`src/rtl/conv_pkg.sv`:
```
// Shared types and constants for the convolution sequencer: FSM encoding,
// datapath widths and job geometry.
package conv_pkg;

  localparam int DATA_W     = 32;
  localparam int FEAT_W     = 64;
  localparam int WGT_W      = 72;
  localparam int RES_W      = 32;
  localparam int ADDR_W     = 3;
  localparam int ROWS       = 8;
  localparam int RUN_CYCLES = 16;
  localparam int W_WORDS    = 3;

  localparam int WCNT_W = 3;
  localparam int FCNT_W = 4;
  localparam int RCNT_W = 8;

  localparam logic [WCNT_W-1:0] WCNT_LAST = WCNT_W'(2 * W_WORDS - 1);
  localparam logic [FCNT_W-1:0] FCNT_LAST = FCNT_W'(2 * ROWS - 1);
  localparam logic [RCNT_W-1:0] RUN_LOAD  = RCNT_W'(RUN_CYCLES);

  typedef enum logic [2:0] {
    IDLE   = 3'd0,
    LOAD_W = 3'd1,
    LOAD_F = 3'd2,
    RUN    = 3'd3,
    HOLD   = 3'd4
  } state_e;

  function automatic logic [31:0] sat_inc(input logic [31:0] v);
    return (v == 32'hFFFF_FFFF) ? v : v + 32'd1;
  endfunction

endpackage

```
`src/rtl/conv_word_packer.sv`:
```
// Packs accepted 32-bit stream words into the two 72-bit weight vectors and
// the 64-bit feature row, and issues the one-cycle row write strobe.
module conv_word_packer
  import conv_pkg::*;
(
  input  logic              clk,
  input  logic              rst_n,
  input  logic              i_wgt_acc,
  input  logic [WCNT_W-1:0] i_wgt_idx,
  input  logic              i_feat_acc,
  input  logic              i_feat_odd,
  input  logic [ADDR_W-1:0] i_row,
  input  logic [DATA_W-1:0] i_data,
  output logic [WGT_W-1:0]  o_wi0,
  output logic [WGT_W-1:0]  o_wi1,
  output logic [FEAT_W-1:0] o_data,
  output logic [ADDR_W-1:0] o_addr,
  output logic              o_we
);

  // NOTE: the weight vectors are plain registers, not a RAM, so they take
  // the async reset like everything else and read as zero after rst_n.
  always_ff @(posedge clk or negedge rst_n) begin
    if (!rst_n) begin
      o_wi0  <= '0;
      o_wi1  <= '0;
      o_data <= '0;
      o_addr <= '0;
      o_we   <= 1'b0;
    end else begin
      // NOTE: non-blocking assignments keep every register sampling the
      // pre-edge values, independent of statement order.
      o_we <= i_feat_acc && i_feat_odd;
      if (i_wgt_acc) begin
        case (i_wgt_idx)
          3'd0:    o_wi0[31:0]  <= i_data;
          3'd1:    o_wi0[63:32] <= i_data;
          3'd2:    o_wi0[71:64] <= i_data[31:24];
          3'd3:    o_wi1[31:0]  <= i_data;
          3'd4:    o_wi1[63:32] <= i_data;
          3'd5:    o_wi1[71:64] <= i_data[31:24];
          default: ;
        endcase
      end
      if (i_feat_acc) begin
        if (!i_feat_odd) begin
          o_data[31:0] <= i_data;
        end else begin
          o_data[63:32] <= i_data;
          o_addr        <= i_row;
        end
      end
    end
  end

endmodule

```
`src/rtl/conv_seq_ctrl.sv`:
```
// Job sequencer for the two-engine convolution datapath: weight/feature
// streaming, timed engine run and result handshake. Define CONV_SEQ_PERF_EN
// to add the perf_cycles job-latency counter.
module conv_seq_ctrl
  import conv_pkg::*;
(
  input  logic              clk,
  input  logic              rst_n,
  input  logic              start,
  input  logic              skip_w,
  input  logic              abort,
  input  logic              s_valid,
  output logic              s_ready,
  input  logic [DATA_W-1:0] s_data,
  output logic              eng_en,
  output logic              eng_we,
  output logic [ADDR_W-1:0] eng_addr,
  output logic [FEAT_W-1:0] eng_data,
  output logic [WGT_W-1:0]  eng_wi0,
  output logic [WGT_W-1:0]  eng_wi1,
  input  logic [15:0]       eng_outa,
  input  logic [15:0]       eng_outb,
  output logic              res_valid,
  output logic [RES_W-1:0]  res_data,
  input  logic              res_ack,
  output logic              busy,
  output logic              err
`ifdef CONV_SEQ_PERF_EN
  ,
  output logic [31:0]       perf_cycles
`endif
);

  state_e            r_state, w_next;
  logic [WCNT_W-1:0] r_wcnt;
  logic [FCNT_W-1:0] r_fcnt;
  logic [RCNT_W-1:0] r_run_cnt;
  logic              r_res_valid;
  logic [RES_W-1:0]  r_res_data;
  logic              r_err;

  logic w_acc, w_wgt_acc, w_feat_acc, w_wgt_last, w_feat_last, w_capture;

  assign s_ready = (r_state == LOAD_W) || (r_state == LOAD_F);
  assign eng_en  = (r_state == RUN);
  assign busy    = (r_state != IDLE);

  // A word offered in the abort cycle is never consumed.
  assign w_acc       = s_valid && s_ready && !abort;
  assign w_wgt_acc   = w_acc && (r_state == LOAD_W);
  assign w_feat_acc  = w_acc && (r_state == LOAD_F);
  assign w_wgt_last  = (r_wcnt == WCNT_LAST);
  assign w_feat_last = (r_fcnt == FCNT_LAST);
  assign w_capture   = (r_state == HOLD) && !r_res_valid && !abort;

  assign res_valid = r_res_valid;
  assign res_data  = r_res_data;
  assign err       = r_err;

  always_ff @(posedge clk or negedge rst_n) begin
    if (!rst_n) r_state <= IDLE;
    else        r_state <= w_next;
  end

  // NOTE: w_next gets its default before the case so no path leaves it
  // unassigned, which would otherwise infer a latch.
  always_comb begin
    w_next = r_state;
    if (abort) begin
      w_next = IDLE;
    end else begin
      case (r_state)
        IDLE:    if (start) w_next = skip_w ? LOAD_F : LOAD_W;
        LOAD_W:  if (w_wgt_acc && w_wgt_last) w_next = LOAD_F;
        LOAD_F:  if (w_feat_acc && w_feat_last) w_next = RUN;
        RUN:     if (r_run_cnt == RCNT_W'(1)) w_next = HOLD;
        HOLD:    if (r_res_valid && res_ack) w_next = IDLE;
        default: w_next = IDLE;
      endcase
    end
  end

  always_ff @(posedge clk or negedge rst_n) begin
    if (!rst_n) begin
      r_wcnt      <= '0;
      r_fcnt      <= '0;
      r_run_cnt   <= '0;
      r_res_valid <= 1'b0;
      r_res_data  <= '0;
      r_err       <= 1'b0;
    end else begin
      r_err <= start && (r_state != IDLE);
      if (abort) begin
        r_wcnt      <= '0;
        r_fcnt      <= '0;
        r_run_cnt   <= '0;
        r_res_valid <= 1'b0;
      end else begin
        if (w_wgt_acc)  r_wcnt <= w_wgt_last  ? '0 : r_wcnt + 1'b1;
        if (w_feat_acc) r_fcnt <= w_feat_last ? '0 : r_fcnt + 1'b1;
        if (w_feat_acc && w_feat_last) r_run_cnt <= RUN_LOAD;
        else if (r_state == RUN)       r_run_cnt <= r_run_cnt - 1'b1;
        if (w_capture) begin
          r_res_data  <= {eng_outb, eng_outa};
          r_res_valid <= 1'b1;
        end else if ((r_state == HOLD) && r_res_valid && res_ack) begin
          r_res_valid <= 1'b0;
        end
      end
    end
  end

  conv_word_packer u_packer (
    .clk        (clk),
    .rst_n      (rst_n),
    .i_wgt_acc  (w_wgt_acc),
    .i_wgt_idx  (r_wcnt),
    .i_feat_acc (w_feat_acc),
    .i_feat_odd (r_fcnt[0]),
    .i_row      (r_fcnt[FCNT_W-1:1]),
    .i_data     (s_data),
    .o_wi0      (eng_wi0),
    .o_wi1      (eng_wi1),
    .o_data     (eng_data),
    .o_addr     (eng_addr),
    .o_we       (eng_we)
  );

`ifdef CONV_SEQ_PERF_EN
  logic [31:0] r_perf_cnt;

  // Counts edges since the start edge; the capture edge itself is included.
  always_ff @(posedge clk or negedge rst_n) begin
    if (!rst_n) begin
      r_perf_cnt  <= '0;
      perf_cycles <= '0;
    end else if (abort) begin
      r_perf_cnt <= '0;
    end else begin
      if ((r_state == IDLE) && start) r_perf_cnt <= '0;
      else if (busy)                  r_perf_cnt <= sat_inc(r_perf_cnt);
      if (w_capture) perf_cycles <= sat_inc(r_perf_cnt);
    end
  end
`endif

endmodule

```
`config.mk`:
```
export PLATFORM = sky130hd
export DESIGN_NAME = conv_seq_ctrl
export DESIGN_NICKNAME = d
export VERILOG_FILES = /design/src/rtl/conv_pkg.sv /design/src/rtl/conv_word_packer.sv /design/src/rtl/conv_seq_ctrl.sv
export SDC_FILE = /design/constraint.sdc
export NUM_CORES = 1
export LEC_CHECK = 0
export CAP_MARGIN = 20
export CORE_ASPECT_RATIO = 2
export CORE_MARGIN = 5
export CORE_UTILIZATION = 35
export CTS_CLUSTER_DIAMETER = 30
export CTS_CLUSTER_SIZE = 14
export DETAILED_ROUTE_END_ITERATION = 16
export GPL_TIMING_DRIVEN = 0
export SYNTH_ARGS = -nofsm -noshare
export SYNTH_HDL_FRONTEND = slang
export SYNTH_SLANG_ARGS = --single-unit
```
`constraint.sdc`:
```
create_clock -name clk -period 2.3 [get_ports clk]
set_input_delay 0.46 -clock clk [delete_from_list [all_inputs] [get_ports clk]]
set_output_delay 0.46 -clock clk [all_outputs]
set_load 0.1 [all_outputs]
```
==> run metrics, run 1 <==
Via-to-Cell Ratio 4.798; Rel. slew slack between 20 and 30%; Crit-path slowest cell dlygate4sd2_1; Design Area, Final 15180 sq um; Post-Syn Area approximately 10000 sq um; Hold Crit Class in2async; critical-path cell list dlygate4sd2_1; Synth Area per Inst around 16 sq um; die area about 33000 sq um; Post-Synth Simple-Gate Area 4.018%; Synth area leader dfrtp_1; first-pass GRT wire length 45990 microns; Die Wd 131.5 microns; gpl congestion ~0.75; Area Growth Syn to Fin 46.85%; ANT nets after route 0; Final nets 1087; Worst Path Arrival 1800 ps; Yosys warning count 0; most area-consuming cells after synthesis dfrtp_1 64%, mux2_2 23%, mux2_4 4.4%, buf_2 0.97%, ha_1 0.48%; DRT iter0 DRCs around 200; Post-synth ARST share 100.0%; most common cell in the netlist dfrtp_1; Adder-Cell Fraction of Synth Area less than 1%; Reg clk slew, reported paths roughly 60 ps; Num Clock Sinks 264; Top delay family on crit path buffers and inverters; number of synthesized flops with an enable pin 0; # IOs 320; Worst Skew between 20 and 25 ps; # rows 89; critical path capture point type output port; WS Path Type reg2out; final setup fails 0; largest net degree at the start of global routing ~110; Worst-Margin Slew between 1000 and 1500 ps; ys flop type dfrtp_1; All-Layer GR Usage between 15 and 20%; Setup crit start kind flop; RSZ-0062 raised after global routing false; Die Y about 250 microns; TritonCTS Buffers 39; fin crit period ~2300 ps; vias in the first global route 7342; syn_nets between 700 and 800; Yosys reg bits about 260; crit share post-route between 90% and 100%; area of placed instances 14050 sq um; Residual DRC 0; required time worst endpoint roughly 1800 ps; Max clock buf depth 3; grt ovf 0; mux share of post-synthesis cell area ~28%; Port Buffer Count approximately 320; Max FO, Critical Path 2; DR vias ~6700; Skew-Pair Late Insertion Delay 530 ps; root buffer cell clkbuf_16; # diodes 0; Synth top area share approximately 64%; H-tree lvl count 2; status finished clean; final wirelength 29630 microns; Detail Placement HPWL between 20000 and 25000 microns; initial antenna violation count 0; initial core utilization 35.16%; Core Region 29400 sq um; top post-synthesis cells by count 264 x dfrtp_1, 212 x mux2_2, 30 x mux2_4; DR pass1 iterations 4; TritonCTS clock tree yes; final hold vios 0; compound-gate portion of the synthesized area 1.368%; max_cap viols 0; Synth cell types 45; Cells after Synth 641; wire per inst about 21 microns; Max Freq around 440 MHz; max incr delay on CP roughly 910 ps; share of the yosys chip area belonging to registers roughly 64%; fraction of layout cells with a size suffix above 1 around a third; Crit path buffers/inverters 1; Max Slew Vio Count 0; main combinational cell family by area after synthesis multiplexers; XOR/XNOR Fraction of Synth Area 0.5931%
==> flip-flops by register name (all words and copies together) (netlist names), 4 cells and up <==
name	cells
r_fcnt	4
r_run_cnt	8
res_data	32
u_packer.o_wi0	72
u_packer.o_wi1	72
u_packer.o_data	64
==> per-layer routing <==
metal	global-route usage, %	vias up	wire length [microns]
li1	-	3038	-
met1	18.28	3383	9946
met2	33.17	257	16560
met3	4.553	68	1812
met4	8.179	0	1312
met5	0	-	0
==> cells by family after synthesis <==
logic type,count (synthesis)
compound gates,20
simple gates,64
fa+ha+maj,4
xor+xnor,7
mux,246
flops,264
buf+inv,36
==> worst paths after layout <==
check,end,cells after the start,slack (ps),from
hold reg to reg,u_packer.o_wi0[59],1,480,u_packer.o_wi0[59]
max in group asynchronous,u_packer.o_wi1[10],4,450,rst_n
setup reg to reg,u_packer.o_wi1[39],6,200,r_state[2]
min in group clk,u_packer.o_wi0[59],1,480,u_packer.o_wi0[59]
hold / removal,r_run_cnt[2],2,470,rst_n
setup / recovery,eng_wi0[66],1,40,u_packer.o_wi0[66]
==> repair_timing <==
action                     CTS  global route
hold buffers                 1             0
pin swaps                    2             1
hold endpoints to repair    74             0
gates resized for setup    273            20
setup endpoints to repair  425            77
buffers inserted             8             2
==> stage by stage <==
step	utilization [%]	hold slack, ps	setup slack, ps	TNS (ps)	std cells
floorplan	-	164.4	200.7	0	641
global placement	47.59	470.1	-11000	-3041140	1324
detailed placement	47.79	450.5	-1009	-152490	1326
CTS	51.53	482.6	-92.47	-92.47	1405
global route	51.64	497.4	2.680	0	1406
finish	51.64	474.4	43.96	0	1406
==> worst register-to-register path, cell delays in order (launching register included) <==
cell,delay [ps]
dfrtp_1,420
nor3b_4,300
nand2_4,150
or4_1,410
buf_2,200
buf_6,190
mux2_4,310
==> placed cells by master, fill, tap and decap left out, drive strengths merged, types with 3 or more instances in the layout <==
| cell type | n |
|---|---|
| bufinv | 3 |
| nand3b | 4 |
| xor2 | 3 |
| nor3 | 4 |
| ha | 4 |
| nor2 | 11 |
| clkinv | 7 |
| clkbuf | 62 |
| buf | 35 |
| and2 | 4 |
| dlygate4sd2 | 238 |
| dfrtp | 264 |
| o31ai | 3 |
| a21oi | 3 |
| nand2 | 11 |
| mux2 | 244 |
| xnor2 | 4 |
| o21ai | 3 |
| clkdlybuf4s15 | 6 |
| inv | 11 |
| clkinvlp | 5 |
| or4 | 5 |
| nor2b | 3 |
| clkdlybuf4s50 | 69 |
| or3 | 3 |
| nand3 | 4 |
| nor4 | 3 |
==> area by class of cell <==
cell class / count / area (sq um)
inverters: 7 / 30.03
multi-input cells: 341 / 3576
clock inverters: 19 / 231.5
flip-flops and latches: 264 / 6608
plain buffers: 27 / 163.9
fillers: 2667 / 14220
well taps: 364 / 455.4
repair buffers: 332 / 3030
clock buffers: 52 / 1086
Power of run 1 is left out: the tool's default activity adds up to more than one toggle a clock period on the data nets, which glitch-free logic cannot reach.
==> inputs of run 2 (changes only) <==
--- a/config.mk
+++ b/config.mk
@@ -8,11 +8,13 @@
 export CAP_MARGIN = 20
 export CORE_ASPECT_RATIO = 2
 export CORE_MARGIN = 5
-export CORE_UTILIZATION = 35
+export CORE_UTILIZATION = 30
 export CTS_CLUSTER_DIAMETER = 30
 export CTS_CLUSTER_SIZE = 14
 export DETAILED_ROUTE_END_ITERATION = 16
 export GPL_TIMING_DRIVEN = 0
+export SLEW_MARGIN = 40
 export SYNTH_ARGS = -nofsm -noshare
 export SYNTH_HDL_FRONTEND = slang
+export SYNTH_HIERARCHICAL = 1
 export SYNTH_SLANG_ARGS = --single-unit
==> run metrics, run 2 <==
ANT nets after route 0; Yosys warning count 6; Crit path buffers/inverters 2; Num Clock Sinks approximately 260; Rel. slew slack between 60% and 70%; Worst-Margin Slew approximately 550 ps; critical path capture point type output port; top post-synthesis cells by count 264 x dfrtp_1, 149 x mux2_2, 90 x mux2_4; post-placement cell count ~1400; DR vias a little under 7000; Die Y between 200 and 300 microns; H-tree lvl count 2; final wirelength between 30000 and 40000 microns; Max FO, Critical Path 10; Design Area, Final ~15000 sq um; syn_nets approximately 700; Final nets approximately 1100; most common cell in the netlist dfrtp_1; Power Density around 1600 nW/um^2; # IOs between 300 and 400; Skew-Pair Late Insertion Delay 530 ps; Via-to-Cell Ratio roughly 4.5; first-pass GRT wire length 47430 microns; gpl congestion between 0.7 and 0.8; fraction of layout cells with a size suffix above 1 a little under 60%; initial antenna violation count 0; Max rail drop VDD 1165 uV; Residual DRC 0; root buffer cell clkbuf_16; final worst slack about 68 ps; Port Buffer Count 319; Setup crit start kind flop; number of synthesized flops with an enable pin 0; vias in the first global route 7478; Die Wd 143.4 microns; TritonCTS clock tree yes; grt ovf 0; Hold Crit Class in2async; Worst Skew about 13 ps; Yosys reg bits between 200 and 300; Max Freq about 450 MHz; Synth Area per Inst about 17 sq um; Max Slew Vio Count 0; Area Growth Syn to Fin 39.42%; sw power approximately 12000 uW; # rows a little under 100; Storage cell area 6606 sq um; Power Total about 24000 uW; Max clock buf depth 3; TritonCTS Buffers between 40 and 50; compound-gate portion of the synthesized area between 1 and 1.5%; wire per inst roughly 21 microns; Multi-input gate area about 3800 sq um; share of power burned in combinational logic a little under half; status finished clean; ys flop type dfrtp_1; share of the yosys chip area belonging to registers about three fifths; Net Sw Frac approximately 50%; Pint 11720 uW; Adder-Cell Fraction of Synth Area 0.3515%; largest net degree at the start of global routing 69; critical path depth in cells 3; XOR/XNOR Fraction of Synth Area less than 1%; max incr delay on CP 420 ps; main combinational cell family by area after synthesis multiplexers; most area-consuming cells after synthesis dfrtp_1 62%, mux2_2 16%, mux2_4 13%, buf_6 1.3%, buf_12 0.56%; DR pass1 iterations 4; crit share post-route 97.03%; Core Util, Final a little over two fifths; Regs by FF count u_packer/o_wi0 (72), u_packer/o_wi1 (72), u_packer/o_data (64); Reg clk slew, reported paths about 50 ps; max_cap viols 0; Synth top area share around 62%; Cells after Synth 645; Crit-path slowest cell dfrtp_1; fin crit period approximately 2200 ps; Post-Syn Area ~11000 sq um; most common cell after layout, fill and taps aside dfrtp_1; Reg2Reg Depth 8; area of placed instances between 10000 and 15000 sq um; final setup fails 0; required time worst endpoint 1840 ps; Post-synth ARST share between 90% and 100%; Core Region between 30000 and 40000 sq um; commonest cells after routing, fill and taps aside 264 x dfrtp_1, 250 x buf_2, 149 x mux2_2; All-Layer GR Usage 15.78%; final hold vios 0; critical-path cell list clkbuf_4, or3_1, buf_6; Top delay family on crit path flip-flops; Leak Pwr 0.007792 uW; initial core utilization 30.44%; DRT iter0 DRCs a little under 200; die area 39690 sq um; Detail Placement HPWL 23200 microns; Non-Filler Instances between 1000 and 1500; Synth cell types between 40 and 50; pre-CTS WS -930.2 ps; FILL cells between 3000 and 4000; # diodes 0; sequential share of power between 20% and 30%; Post-Synth Simple-Gate Area under 10%; Worst Path Arrival 1770 ps; Synth area leader dfrtp_1; RSZ-0062 raised after global routing false; clock network power share between 20% and 30%; WS Path Type reg2out; mux share of post-synthesis cell area between 20 and 30%
==> run 2: final timing paths <==
kind                                   start                 end  slack (ps)
setup / recovery                  r_state[1]                busy          70
hold / removal                         rst_n         res_data[1]         400
max in group asynchronous              rst_n  u_packer/o_wi1[62]         900
min in group clk           u_packer/o_wi0[4]   u_packer/o_wi0[4]         480
hold reg to reg            u_packer/o_wi0[4]   u_packer/o_wi0[4]         480
setup reg to reg                  r_state[0]  u_packer/o_wi0[14]         190
==> run 2: routing by layer <==
metal | vias up | track usage (%) | wire [microns]
met1 | 3428 | 16.21 | 10630
met4 | 0 | 7.854 | 1636
met5 | - | 0 | 0
met2 | 212 | 29.56 | 17500
met3 | 68 | 3.076 | 1664
li1 | 3058 | - | -
==> run 2: through the flow <==
stage          setup TNS, ps  hold slack, ps
5_1_grt                    0           403.5
2_1_floorplan              0           164.4
4_1_cts                    0           385.7
6_report                   0           400.6
3_3_place_gp        -3015830           471.1
3_5_place_dp         -144740           358.2
==> run 2: cell families after synthesis <==
family | Yosys count
fa+ha+maj | 3
buf+inv | 38
xor+xnor | 7
simple gates | 70
flops | 264
mux | 245
compound gates | 18
==> run 2: layout make-up <==
| cell class | count | share of cell area (%) |
|---|---|---|
| Clock inverter | 22 | 1.656 |
| Clock buffer | 54 | 8.111 |
| Multi-Input combinational cell | 343 | 25.50 |
| Buffer | 30 | 1.975 |
| Timing Repair Buffer | 330 | 14.45 |
| Inverter | 7 | 0.1933 |
| Sequential cell | 264 | 44.38 |
| Tap cell | 445 | 3.740 |
==> run 2: timing repair <==
item / CTS / global route
pin swaps: 2 / 0
hold buffers: 1 / 0
endpoints found under the hold margin: 32 / 0
buffers inserted: 6 / 0
endpoints found under the setup margin: 200 / 145
gates resized for setup: 15 / 14
==> run 2: power groups by stage <==
stage / clock (uW) / sequential, uW / combinational [uW]
after floorplan: 0 / 13500 / 1650
after global placement: 0 / 6310 / 11800
after detailed placement: 0 / 6300 / 10900
after CTS: 6620 / 6230 / 11000
after global routing: 6800 / 6350 / 11200
final: 6420 / 6220 / 10900
==> run 2: worst reg2reg max path, delay by kind of cell, from the launching register on <==
family	cells	cell delay (ps)
buffers and inverters	4	710
AND/OR/NAND/NOR	3	540
flip-flops	1	390
multiplexers	1	360
Note: power is estimated with default switching activity, not from simulation.
==> inputs of run 3 (changes only) <==
--- a/config.mk
+++ b/config.mk
@@ -13,6 +13,7 @@
 export CTS_CLUSTER_SIZE = 14
 export DETAILED_ROUTE_END_ITERATION = 16
 export GPL_TIMING_DRIVEN = 0
+export HOLD_SLACK_MARGIN = 0.08
 export SLEW_MARGIN = 40
 export SYNTH_ARGS = -nofsm -noshare
 export SYNTH_HDL_FRONTEND = slang
==> results of run 3 <==
Final layout, timing and power as in run 2 (identical DEF).
